### config.mk
export PLATFORM = sky130hd
export DESIGN_NAME = additionneur_serie_param
export DESIGN_NICKNAME = d
export VERILOG_FILES = /design/src/rtl/additionneur_serie_param.sv
export SDC_FILE = /design/constraint.sdc
export NUM_CORES = 1
export LEC_CHECK = 0
export BUFFER_PORTS_ARGS = -buffer_cell sky130_fd_sc_hd__buf_2
export CORE_MARGIN = 2
export CORE_UTILIZATION = 47
export CTS_CLUSTER_SIZE = 10
export DETAILED_ROUTE_END_ITERATION = 10
export PLACE_DENSITY_LB_ADDON = 0.15
export REMOVE_ABC_BUFFERS = 1
export SYNTH_ARGS = -nofsm -noshare
export SYNTH_HDL_FRONTEND = slang
export SYNTH_SLANG_ARGS = --single-unit
### constraint.sdc
create_clock -name clk -period 1.8 [get_ports clk]
set_input_delay 0 -clock clk [delete_from_list [all_inputs] [get_ports clk]]
set_output_delay 0 -clock clk [all_outputs]
set_load 0.03 [all_outputs]
### src/rtl/additionneur_serie_param.sv
// Digit-serial adder/subtractor: DIGIT bits per clock over WIDTH/DIGIT cycles,
// framed by a start/busy/done handshake; results held until the next completion.
module additionneur_serie_param #(
    parameter int WIDTH = 8,
    parameter int DIGIT = 2
) (
    input  logic             clk,
    input  logic             rst,
    input  logic             start,
    input  logic             sub,
    input  logic [WIDTH-1:0] a,
    input  logic [WIDTH-1:0] b,
    input  logic             rin,
    output logic [WIDTH-1:0] s,
    output logic             rout,
    output logic             ovf,
    output logic             busy,
    output logic             done
);

    localparam int N     = WIDTH / DIGIT;
    localparam int CNT_W = (N > 1) ? $clog2(N) : 1;
    localparam logic [CNT_W-1:0] LAST = CNT_W'(N - 1);

    if (WIDTH < 2 || DIGIT < 1 || (WIDTH % DIGIT) != 0) begin : g_param_check
        $error("additionneur_serie_param: WIDTH must be >= 2 and a multiple of DIGIT");
    end

    typedef enum logic [1:0] {
        S_IDLE = 2'd0,
        S_RUN  = 2'd1,
        S_DONE = 2'd2
    } state_t;

    state_t           state_q, state_d;
    logic [WIDTH-1:0] op_a_q, op_a_d;
    logic [WIDTH-1:0] op_b_q, op_b_d;
    logic [WIDTH-1:0] s_q, s_d;
    logic             carry_q, carry_d;
    logic             sub_q, sub_d;
    logic             rout_q, rout_d;
    logic             ovf_q, ovf_d;
    logic [CNT_W-1:0] cnt_q, cnt_d;

    logic [DIGIT-1:0] dig_sum;
    logic             dig_cout;
    logic             dig_cmsb;
    logic [WIDTH-1:0] a_shift;

    // One digit of ripple carry; dig_cmsb is the carry into the digit's top bit,
    // which on the last digit is the carry into bit WIDTH-1 needed for ovf.
    always_comb begin
        logic c;
        c        = carry_q;
        dig_cmsb = carry_q;
        dig_sum  = '0;
        for (int i = 0; i < DIGIT; i++) begin
            dig_cmsb   = c;
            dig_sum[i] = op_a_q[i] ^ op_b_q[i] ^ c;
            c          = (op_a_q[i] & op_b_q[i]) | (c & (op_a_q[i] ^ op_b_q[i]));
        end
        dig_cout = c;
    end

    // op_a doubles as the result shift register: sum digits enter at the MSB
    // while operand digits leave at the LSB, so no separate accumulator is kept.
    if (DIGIT == WIDTH) begin : g_single_digit
        assign a_shift = dig_sum;
    end else begin : g_multi_digit
        assign a_shift = {dig_sum, op_a_q[WIDTH-1:DIGIT]};
    end

    always_comb begin
        state_d = state_q;
        op_a_d  = op_a_q;
        op_b_d  = op_b_q;
        carry_d = carry_q;
        sub_d   = sub_q;
        cnt_d   = cnt_q;
        s_d     = s_q;
        rout_d  = rout_q;
        ovf_d   = ovf_q;

        case (state_q)
            S_IDLE, S_DONE: begin
                if (start) begin
                    op_a_d  = a;
                    op_b_d  = sub ? ~b : b;
                    carry_d = sub ? ~rin : rin;
                    sub_d   = sub;
                    cnt_d   = '0;
                    state_d = S_RUN;
                end else begin
                    state_d = S_IDLE;
                end
            end
            S_RUN: begin
                op_a_d  = a_shift;
                op_b_d  = op_b_q >> DIGIT;
                carry_d = dig_cout;
                cnt_d   = cnt_q + 1'b1;
                if (cnt_q == LAST) begin
                    s_d     = a_shift;
                    rout_d  = dig_cout ^ sub_q;
                    ovf_d   = dig_cmsb ^ dig_cout;
                    state_d = S_DONE;
                end
            end
            default: state_d = S_IDLE;
        endcase
    end

    always_ff @(posedge clk or posedge rst) begin
        if (rst) begin
            state_q <= S_IDLE;
            op_a_q  <= '0;
            op_b_q  <= '0;
            carry_q <= 1'b0;
            sub_q   <= 1'b0;
            cnt_q   <= '0;
            s_q     <= '0;
            rout_q  <= 1'b0;
            ovf_q   <= 1'b0;
        end else begin
            state_q <= state_d;
            op_a_q  <= op_a_d;
            op_b_q  <= op_b_d;
            carry_q <= carry_d;
            sub_q   <= sub_d;
            cnt_q   <= cnt_d;
            s_q     <= s_d;
            rout_q  <= rout_d;
            ovf_q   <= ovf_d;
        end
    end

    assign s    = s_q;
    assign rout = rout_q;
    assign ovf  = ovf_q;
    assign busy = (state_q == S_RUN);
    assign done = (state_q == S_DONE);

endmodule

==> impl_metrics.toml, run 1 <==
[worst_hold_path]
min_from = "b[6]"
hp-class = "in -> reg"

[power_and_ir_drop]
p_int_mw = 1.98
swShare_pct = 40.9
p_switching_mw = 1.37
p_leak_nw = 0.898
power.share.combinational_pct = 49.2
seq_power_share_pct = 38.1
pwr-share-clk_pct = 12.7
ir_drop_mv = 0.791
powerDensity_nw_per_um2 = 1820

[floorplanning]
pin_count = 33
dieHeight_um = 59.7
core_um2 = 3000
die-area_um2 = 3560
rows = 20
start_util_pct = 48.5
die_w_um = 59.7

[yosys]
ys_ff_latch = 32
synth_top_family_by_area = "compound AO/OA/AOI/OAI gates"
synthSimpleGateAreaFrac_pct = 11.4
yosysWarnings = 0
synth.most_common_cell = "dfrtp_1"
synth-edff-count = 0
synth_fa_ha_area_share_pct = 3.61
synth_cell_type_count = 27
synth_area_um2 = 1460
synth-xor-area-share_pct = 6.61
synth_ff_type = "dfrtp_1"
synth_seq_area_share_pct = 54.9
synth_cells = 124
async_flop_share_pct = 100
yosys-top-cells-area = "dfrtp_1 (55%), a221o_1 (6.9%), xnor2_1 (4.8%), mux2_2 (3.9%), nand2_1 (2.8%)"
synth.avg_cell_area_um2 = 11.8
synth-compound-area-share_pct = 13.4
yosysTopAreaCell = "dfrtp_1"
synth_common_cells = "dfrtp_1 (32), nand2_1 (11), a221o_1 (10)"
synth_top_area_share_pct = 54.9
synth_mux_area_share_pct = 4.89

[critical_path]
r2r-start = "op_a_q[0]"
cp-startpoint = "op_a_q[0]"
arrival_ns = 1.96
end_kind = "flop"
cp_max_fo = 2
critical_path_class = "reg -> reg"
worstPathRequired_ns = 2.02
start_kind = "flop"

[final_layout]
layout.nets = 197
fin_util_pct = 61.0
multi_input_area_um2 = 584
nFillCells = 269
drive_gt1_share_pct = 32.8
num_antenna_cells = 0
regArea_um2 = 801
synthToLayoutAreaGrowth_pct = 25.8

[clocking]
clk_latency_ns = 0.33
clockRootBuffer = "clkbuf_4"
htreeDepth = 2
cts_tree = "done"
clk_transition_reported_paths_ns = 0.09
post_cts.repair.setup_buffers = 0
cts_inserted_buffers = 5
clock_sinks = 32
clockBufferDepth = 2

[grt]
grtUsageTotal_pct = 19.2
grt_pass1_vias = 1094
overflow = 0
grt_start_max_net_pins = 33
grt_pass1_wl_mm = 4.91
antenna_found_initial = 0

[detailed_routing]
wirelength_mm = 2.88
drt-wirelength-per-cell_um = 13.9
viasPerCell = 5.34
firstDrtPassIters = 4
ant_nets = 0
dr.first_iter.drc_count = 48
drc = 0
route.vias.total = 1105

[timing]
fin_crit_ns = 1.74
hold_viol_final = 0
fmax_mhz = 575
slew-limit-headroom_pct = 73.8
slew_viol_final = 0
tightest_slew_ns = 0.393
final.setup_skew_ns = 0.00409
min_period_over_period_pct = 96.6
tns_ns = 0
setup_viol = 0
rsz0062_at_grt = "no"

[placed_design]
dp_hpwl_mm = 2.00
port_buffers = 32
gp_congestion = 0.767

[outcome]
outcome = "completed"

[flow_run]
max_cap_viol_count = 0
==> flip-flops by register name, indices dropped and copies added (netlist names) <==
signal	flops
s	8
cnt_q	2
op_b_q	8
op_a_q	8
carry_q	1
sub_q	1
rout	1
state_q	2
ovf	1
==> per-layer routing <==
layer	GRT usage, %	wire [um]	vias to the layer above	part of all wire (%)
met3	6.49	158	6	5.5
met2	31.8	1430	28	50
li1	-	-	530	-
met1	22.7	1250	541	43
met4	7.62	47	0	1.6
met5	0	0	-	0
==> cell type report <==
class	count	share of cell area, %
multi-input combinational	77	31.9
timing repair buffer	49	17.2
inverter	8	1.77
sequential	32	43.7
clock buffer	8	3.21
tap	33	2.25
==> worst paths after layout <==
check / to / slack [ns] / cells after the start
setup / recovery: op_a_q[7] / 0.06 / 5
hold / removal: op_b_q[6] / 0.01 / 3
setup reg to reg: op_a_q[7] / 0.06 / 5
hold reg to reg: rout / 0.48 / 2
max in group asynchronous: op_b_q[2] / 1.24 / 4
min in group asynchronous: ovf / 0.28 / 4
==> layout by cell type (no fill, tap or decap) <==
| cell type | n |
|---|---|
| dfrtp_1 | 32 |
| buf_2 | 32 |
| nand2_1 | 11 |
| dlygate4sd3_1 | 11 |
| a221o_1 | 10 |
| nor2_1 | 8 |
| xnor2_1 | 8 |
| inv_1 | 7 |
| nand3_1 | 6 |
| o21ai_0 | 6 |
| buf_4 | 6 |
| mux2_2 | 5 |
| clkbuf_4 | 5 |
| a22oi_1 | 4 |
| a22o_1 | 3 |
| xor2_1 | 3 |
| nand2b_2 | 2 |
| nor3_1 | 2 |
| clkbuf_1 | 2 |
| inv_4 | 1 |
| nor2b_4 | 1 |
| nor2_2 | 1 |
| nand3b_2 | 1 |
| mux2_4 | 1 |
| o221ai_1 | 1 |
| nor2b_1 | 1 |
| fa_2 | 1 |
| fa_1 | 1 |
| ha_1 | 1 |
| clkbuf_8 | 1 |
==> worst max-delay path: stages (launching register included) <==
cell and delay [ns]:
dfrtp_1 0.34, inv_1 0.07, fa_2 0.41, fa_1 0.51, nor2_1 0.06, a221o_1 0.25
==> through the flow <==
stage | setup WS, ns | area (um2) | power (mW) | std cells | hold WS (ns)
final | 0.0618 | 1830 | 3.34 | 207 | 0.0149
after global routing | 0.00988 | 1830 | 3.61 | 207 | 0.00832
after CTS | 0.0562 | 1830 | 3.38 | 207 | 0.00216
after detailed placement | 0.00683 | 1660 | 2.93 | 188 | 0.103
after global placement | 0.0412 | 1660 | 2.85 | 188 | 0.0969
after floorplan | 0.0680 | 1420 | 2.42 | 117 | 0.105
==> logic make-up (layout without fill, tap and decap cells) <==
family	after synthesis	after routing
DFF	32	32
muxes	6	6
AOI/OAI and AO/OA	24	24
adders and majority gates	3	3
buffers and inverters	15	65
and+or+nand+nor	33	33
xor gates and xnor gates	11	11
==> power groups by stage <==
stage,Combinational (mW),Sequential (mW),Clock [mW]
floorplan,0.955,1.46,0
global placement,1.58,1.27,0
detailed placement,1.64,1.29,0
CTS,1.66,1.28,0.437
global route,1.82,1.32,0.469
finish,1.64,1.27,0.423
==> repair_timing <==
item                       in CTS  in global routing
resized for setup               1                  0
hold endpoints to repair       42                  0
setup endpoints to repair       1                  0
hold buffers                   11                  0
No activity file was read; power rests on OpenSTA's default activity.
==> run 2: changes to the inputs <==
--- a/config.mk
+++ b/config.mk
@@ -5,11 +5,11 @@
 export SDC_FILE = /design/constraint.sdc
 export NUM_CORES = 1
 export LEC_CHECK = 0
-export BUFFER_PORTS_ARGS = -buffer_cell sky130_fd_sc_hd__buf_2
 export CORE_MARGIN = 2
-export CORE_UTILIZATION = 47
+export CORE_UTILIZATION = 55
 export CTS_CLUSTER_SIZE = 10
 export DETAILED_ROUTE_END_ITERATION = 10
+export DONT_BUFFER_PORTS = 1
 export PLACE_DENSITY_LB_ADDON = 0.15
 export REMOVE_ABC_BUFFERS = 1
 export SYNTH_ARGS = -nofsm -noshare
==> run 2 against run 1 <==
Against the previous run:
- combinational power down 18%
- count of clock-buffer cells in the layout down 2
- sequential share of layout area up 1.3 points
- design area down 2.8%
- flip-flop and latch count unchanged
- clock power up 27%
- core utilization up 10 points
- routed wire length up 2.9%
- critical endpoint unchanged
- largest power group is now registers
==> impl_metrics.toml, run 2 (synthesis gave the netlist of run 1 again) <==
[outcome]
outcome = "completed"

[critical_path]
cp-endpoint = "op_a_q[7]"
r2r-start = "carry_q"
end_kind = "flop"
worstPathRequired_ns = 2.03
cp-startpoint = "carry_q"
critical_path_class = "reg -> reg"
cp_max_fo = 2
r2r_cells = 5
start_kind = "flop"
r2r-end = "op_a_q[7]"
arrival_ns = 1.97
reg2reg_setup_slack_ns = 0.07

[clocking]
clockBufferDepth = 2
clk_latency_ns = 0.34
htreeDepth = 2
clock_sinks = 32
cts_tree = "done"
clk_transition_reported_paths_ns = 0.10
clockRootBuffer = "clkbuf_4"
cts_inserted_buffers = 5

[floorplanning]
pin_count = 33
die_w_um = 55.5
die-area_um2 = 3080
start_util_pct = 58.3
dieHeight_um = 55.5
core_um2 = 2500
rows = 18

[placed_design]
dp_hpwl_mm = 2.00
port_buffers = 0
gp_congestion = 0.760

[grt]
overflow = 0
antenna_found_initial = 0
grt_pass1_vias = 1050
grt_start_max_net_pins = 20
grt_pass1_wl_mm = 4.96
grtUsageTotal_pct = 21.6

[power_and_ir_drop]
power.total_mw = 3.40
ir_drop_mv = 1.29
pwr-share-clk_pct = 15.8
swShare_pct = 40.6
power.share.combinational_pct = 39.6
seq_power_share_pct = 44.6
powerDensity_nw_per_um2 = 1910
p_switching_mw = 1.38
p_leak_nw = 0.820
p_int_mw = 2.02

[final_layout]
final_common_cell = "dfrtp_1"
final_cell_mix = "dfrtp_1 (32), dlygate4sd3_1 (19), nand2_1 (11), a221o_1 (10)"
synthToLayoutAreaGrowth_pct = 22.2
drive_gt1_share_pct = 18.4
layout.nets = 175
num_antenna_cells = 0

[timing]
final.setup_skew_ns = 0.00834
setup_viol = 0
tns_ns = 0
slew-limit-headroom_pct = 61.1
tightest_slew_ns = 0.582
fin_crit_ns = 1.73
slew_viol_final = 0
min_period_over_period_pct = 96.4
fmax_mhz = 576
hold_viol_final = 0

[detailed_routing]
drc = 0
viasPerCell = 5.72
route.vias.total = 1041
firstDrtPassIters = 4
dr.first_iter.drc_count = 17
ant_nets = 0
wirelength_mm = 2.97
drt-wirelength-per-cell_um = 16.3

[flow_run]
max_cap_viol_count = 0

[worst_hold_path]
hp-class = "in -> reg"
run 2: cell types whose count changed in the layout (fill, tap and decap cells not counted), sizes merged:
cell         change
buf             -30
dlygate4sd3      +8
clkbuf           -2
bufinv           +1
clkinv           +1
run 2: power by group through the flow:
stage,logic (mW),registers (mW),clock network (mW)
3_5_place_dp,1.27,1.53,0
4_1_cts,1.31,1.52,0.552
3_3_place_gp,1.22,1.51,0
6_report,1.35,1.52,0.538
2_1_floorplan,0.955,1.46,0
5_1_grt,1.51,1.56,0.581
run 2: how the worst min path moves through the flow:
stage	start	end	slack (ns)	cells past startpoint
2_1_floorplan	sub	sub_q	0.11	2
3_3_place_gp	rst	s[3]	-0.06	1
3_5_place_dp	rst	s[3]	-0.05	1
4_1_cts	start	state_q[0]	0.001	2
5_1_grt	start	sub_q	0.06	3
6_report	start	state_q[0]	0.01	2
run 2: timing repair:
| item | 4_1_cts | 5_1_grt |
|---|---|---|
| hold buffers | 19 | 0 |
| endpoints found under the hold margin | 31 | 0 |
| buffers inserted | 0 | 2 |
| endpoints found under the setup margin | 0 | 2 |
| resized for setup | 0 | 1 |
run 2: final cells by class:
type	instances	area, um2
multi-input combinational	77	584
tap	30	37.5
fill	189	718
clock inverter	2	35.0
clock buffer	6	41.3
timing repair buffer	27	250
inverter	8	32.5
sequential	32	801
run 2: layer usage:
metal | up-vias | track usage [%] | wire (um)
li1 | 489 | - | -
met1 | 516 | 26.3 | 1260
met2 | 30 | 33.8 | 1470
met3 | 6 | 7.49 | 169
met4 | 0 | 11.5 | 65
met5 | - | 0 | 0
run 2: through the flow:
step	setup WS [ns]	util (%)	hold WS, ns	std cells	area (um2)
2_1_floorplan	0.0680	-	0.105	117	1420
3_3_place_gp	0.0483	59.9	-0.0566	153	1500
3_5_place_dp	0.0234	59.9	-0.0453	153	1500
4_1_cts	0.00612	70.6	0.00130	180	1760
5_1_grt	-0.00822	71.3	0.0631	182	1780
6_report	0.0651	71.3	0.0127	182	1780
run 2: worst max-delay path: stages (launching register included):
cell and delay (ns):
dfrtp_1 0.36, inv_1 0.07, fa_2 0.40, fa_1 0.50, nor2_1 0.05, a221o_1 0.25
==> run 3: changes to the inputs <==
--- a/config.mk
+++ b/config.mk
@@ -5,8 +5,10 @@
 export SDC_FILE = /design/constraint.sdc
 export NUM_CORES = 1
 export LEC_CHECK = 0
+export CELL_PAD_IN_SITES_DETAIL_PLACEMENT = 1
+export CELL_PAD_IN_SITES_GLOBAL_PLACEMENT = 1
 export CORE_MARGIN = 2
-export CORE_UTILIZATION = 55
+export CORE_UTILIZATION = 43
 export CTS_CLUSTER_SIZE = 10
 export DETAILED_ROUTE_END_ITERATION = 10
 export DONT_BUFFER_PORTS = 1
==> run 3 against run 2 <==
Against the previous run:
- design area increased by 1.1%
- highest routed layer unchanged
- clock skew decreased by 0.0030 ns
- clock power about the same
- flip-flop and latch count unchanged
- register-to-register slack got worse by 0.04 ns
- global-route usage decreased by 2.7 points
- core utilization decreased by 16 points
- via count decreased by 0.19%
==> impl_metrics.toml, run 3 (synthesis gave the netlist of run 1 again) <==
[timing]
final.setup.worst_slack_ns = 0.0294
slew_viol_final = 0
final.setup_skew_ns = 0.00537
fmax_mhz = 565
tightest_slew_ns = 0.573
tns_ns = 0
slew-limit-headroom_pct = 61.7
setup_viol = 0
min_period_over_period_pct = 98.4
hold_viol_final = 0
fin_crit_ns = 1.77

[grt]
grt_start_max_net_pins = 33
grt_pass1_vias = 1157
grt_pass1_wl_mm = 5.69
grtUsageTotal_pct = 18.9
antenna_found_initial = 0
overflow = 0

[critical_path]
reg2reg_setup_slack_ns = 0.03
cp-startpoint = "op_b_q[0]"
r2r-start = "op_b_q[0]"
start_kind = "flop"
crit_chain = "inv_1 -> fa_2 -> fa_1 -> nor2_1 -> a221o_1"
max_stage_delay_ns = 0.52
end_kind = "flop"
arrival_ns = 1.98
cp_max_fo = 2
critical_path_class = "reg -> reg"
worstPathRequired_ns = 2.01
crit_slowest_cell = "fa_1"

[detailed_routing]
wirelength_mm = 3.20
drc = 0
dr.first_iter.drc_count = 27
viasPerCell = 5.25
firstDrtPassIters = 4
ant_nets = 0
drt-wirelength-per-cell_um = 16.2
route.vias.total = 1039

[placed_design]
dp_hpwl_mm = 2.09
pre_cts_ws_ns = -0.000373
placed_cell_area_um2 = 1530
dp_cells = 170
gp_congestion = 0.725
port_buffers = 0

[power_and_ir_drop]
p_switching_mw = 1.38
p_leak_nw = 0.820
powerDensity_nw_per_um2 = 1890
p_int_mw = 2.02
seq_power_share_pct = 44.5
ir_drop_mv = 0.572
pwr-share-clk_pct = 15.7
swShare_pct = 40.6
power.share.combinational_pct = 39.8

[final_layout]
finalNonFillerCells = 198
num_antenna_cells = 0
finalInstanceArea_um2 = 1800
multi_input_area_um2 = 584
regArea_um2 = 801
layout.nets = 175
final_cell_mix = "dfrtp_1 (32), dlygate4sd3_1 (19), nand2_1 (11), a221o_1 (10)"
final_common_cell = "dfrtp_1"
nFillCells = 372
synthToLayoutAreaGrowth_pct = 23.6
fin_util_pct = 54.9
drive_gt1_share_pct = 18.4

[floorplanning]
pin_count = 33
rows = 21
die-area_um2 = 3870
dieHeight_um = 62.2
core_um2 = 3280
start_util_pct = 44.4
die_w_um = 62.2

[clocking]
cts_inserted_buffers = 5
cts_tree = "done"
clk_transition_reported_paths_ns = 0.10
htreeDepth = 2
clockBufferDepth = 2
clockRootBuffer = "clkbuf_4"
clock_sinks = 32
clk_latency_ns = 0.32

[flow_run]
max_cap_viol_count = 0

[outcome]
outcome = "completed"

[worst_hold_path]
min_from = "start"
hp-class = "in -> reg"
run 3: worst max-delay path: cells and delay by family (launching register included):
kind / cells / cell delay, ns
AO/OA/AOI/OAI: 1 / 0.25
adder cells (fa/ha/maj): 2 / 0.90
buffers and inverters: 1 / 0.08
flip-flops: 1 / 0.38
AND/OR/NAND/NOR: 1 / 0.05
run 3: final cells by class:
| cell class | instances | area share (%) |
|---|---|---|
| Sequential cell | 32 | 44.4 |
| Multi-Input combinational cell | 77 | 32.4 |
| Timing Repair Buffer | 27 | 13.9 |
| Tap cell | 46 | 3.19 |
| Clock buffer | 6 | 2.29 |
| Clock inverter | 2 | 1.94 |
| Inverter | 8 | 1.81 |
run 3: stage by stage:
stage	hold slack [ns]	power [mW]
after floorplan	0.105	2.42
after global placement	0.00108	2.77
after detailed placement	0.00512	2.84
after CTS	0.0420	3.44
after global routing	0.0781	3.69
final	0.0371	3.41
run 3: final timing paths:
check,to,cells past startpoint
worst max-delay path,op_a_q[7],5
worst min-delay path,state_q[0],2
worst max register to register,op_a_q[7],5
worst min register to register,sub_q,2
max in group asynchronous,s[7],3
min in group asynchronous,s[6],3
run 3: power groups by stage:
stage               logic, mW  registers, mW  clock network (mW)
floorplan               0.955           1.46                   0
global placement         1.25           1.52                   0
detailed placement       1.31           1.53                   0
CTS                      1.36           1.52               0.555
global route             1.53           1.56               0.589
finish                   1.36           1.52               0.536
run 3: metal layers:
| layer | global-route usage [%] | wire length [um] | share of wire (%) | up-vias |
|---|---|---|---|---|
| met2 | 32.1 | 1590 | 49 | 31 |
| met3 | 4.71 | 149 | 4.7 | 3 |
| met1 | 23.7 | 1440 | 45 | 521 |
| met5 | 0 | 0 | 0 | - |
| met4 | 6.39 | 29 | 0.91 | 0 |
| li1 | - | - | - | 484 |
run 3: timing repair:
action / 4_1_cts / 5_1_grt
buffers inserted: 0 / 1
gates resized for setup: 1 / 0
endpoints found under the hold margin: 50 / 0
hold buffers: 19 / 0
setup endpoints to repair: 1 / 1
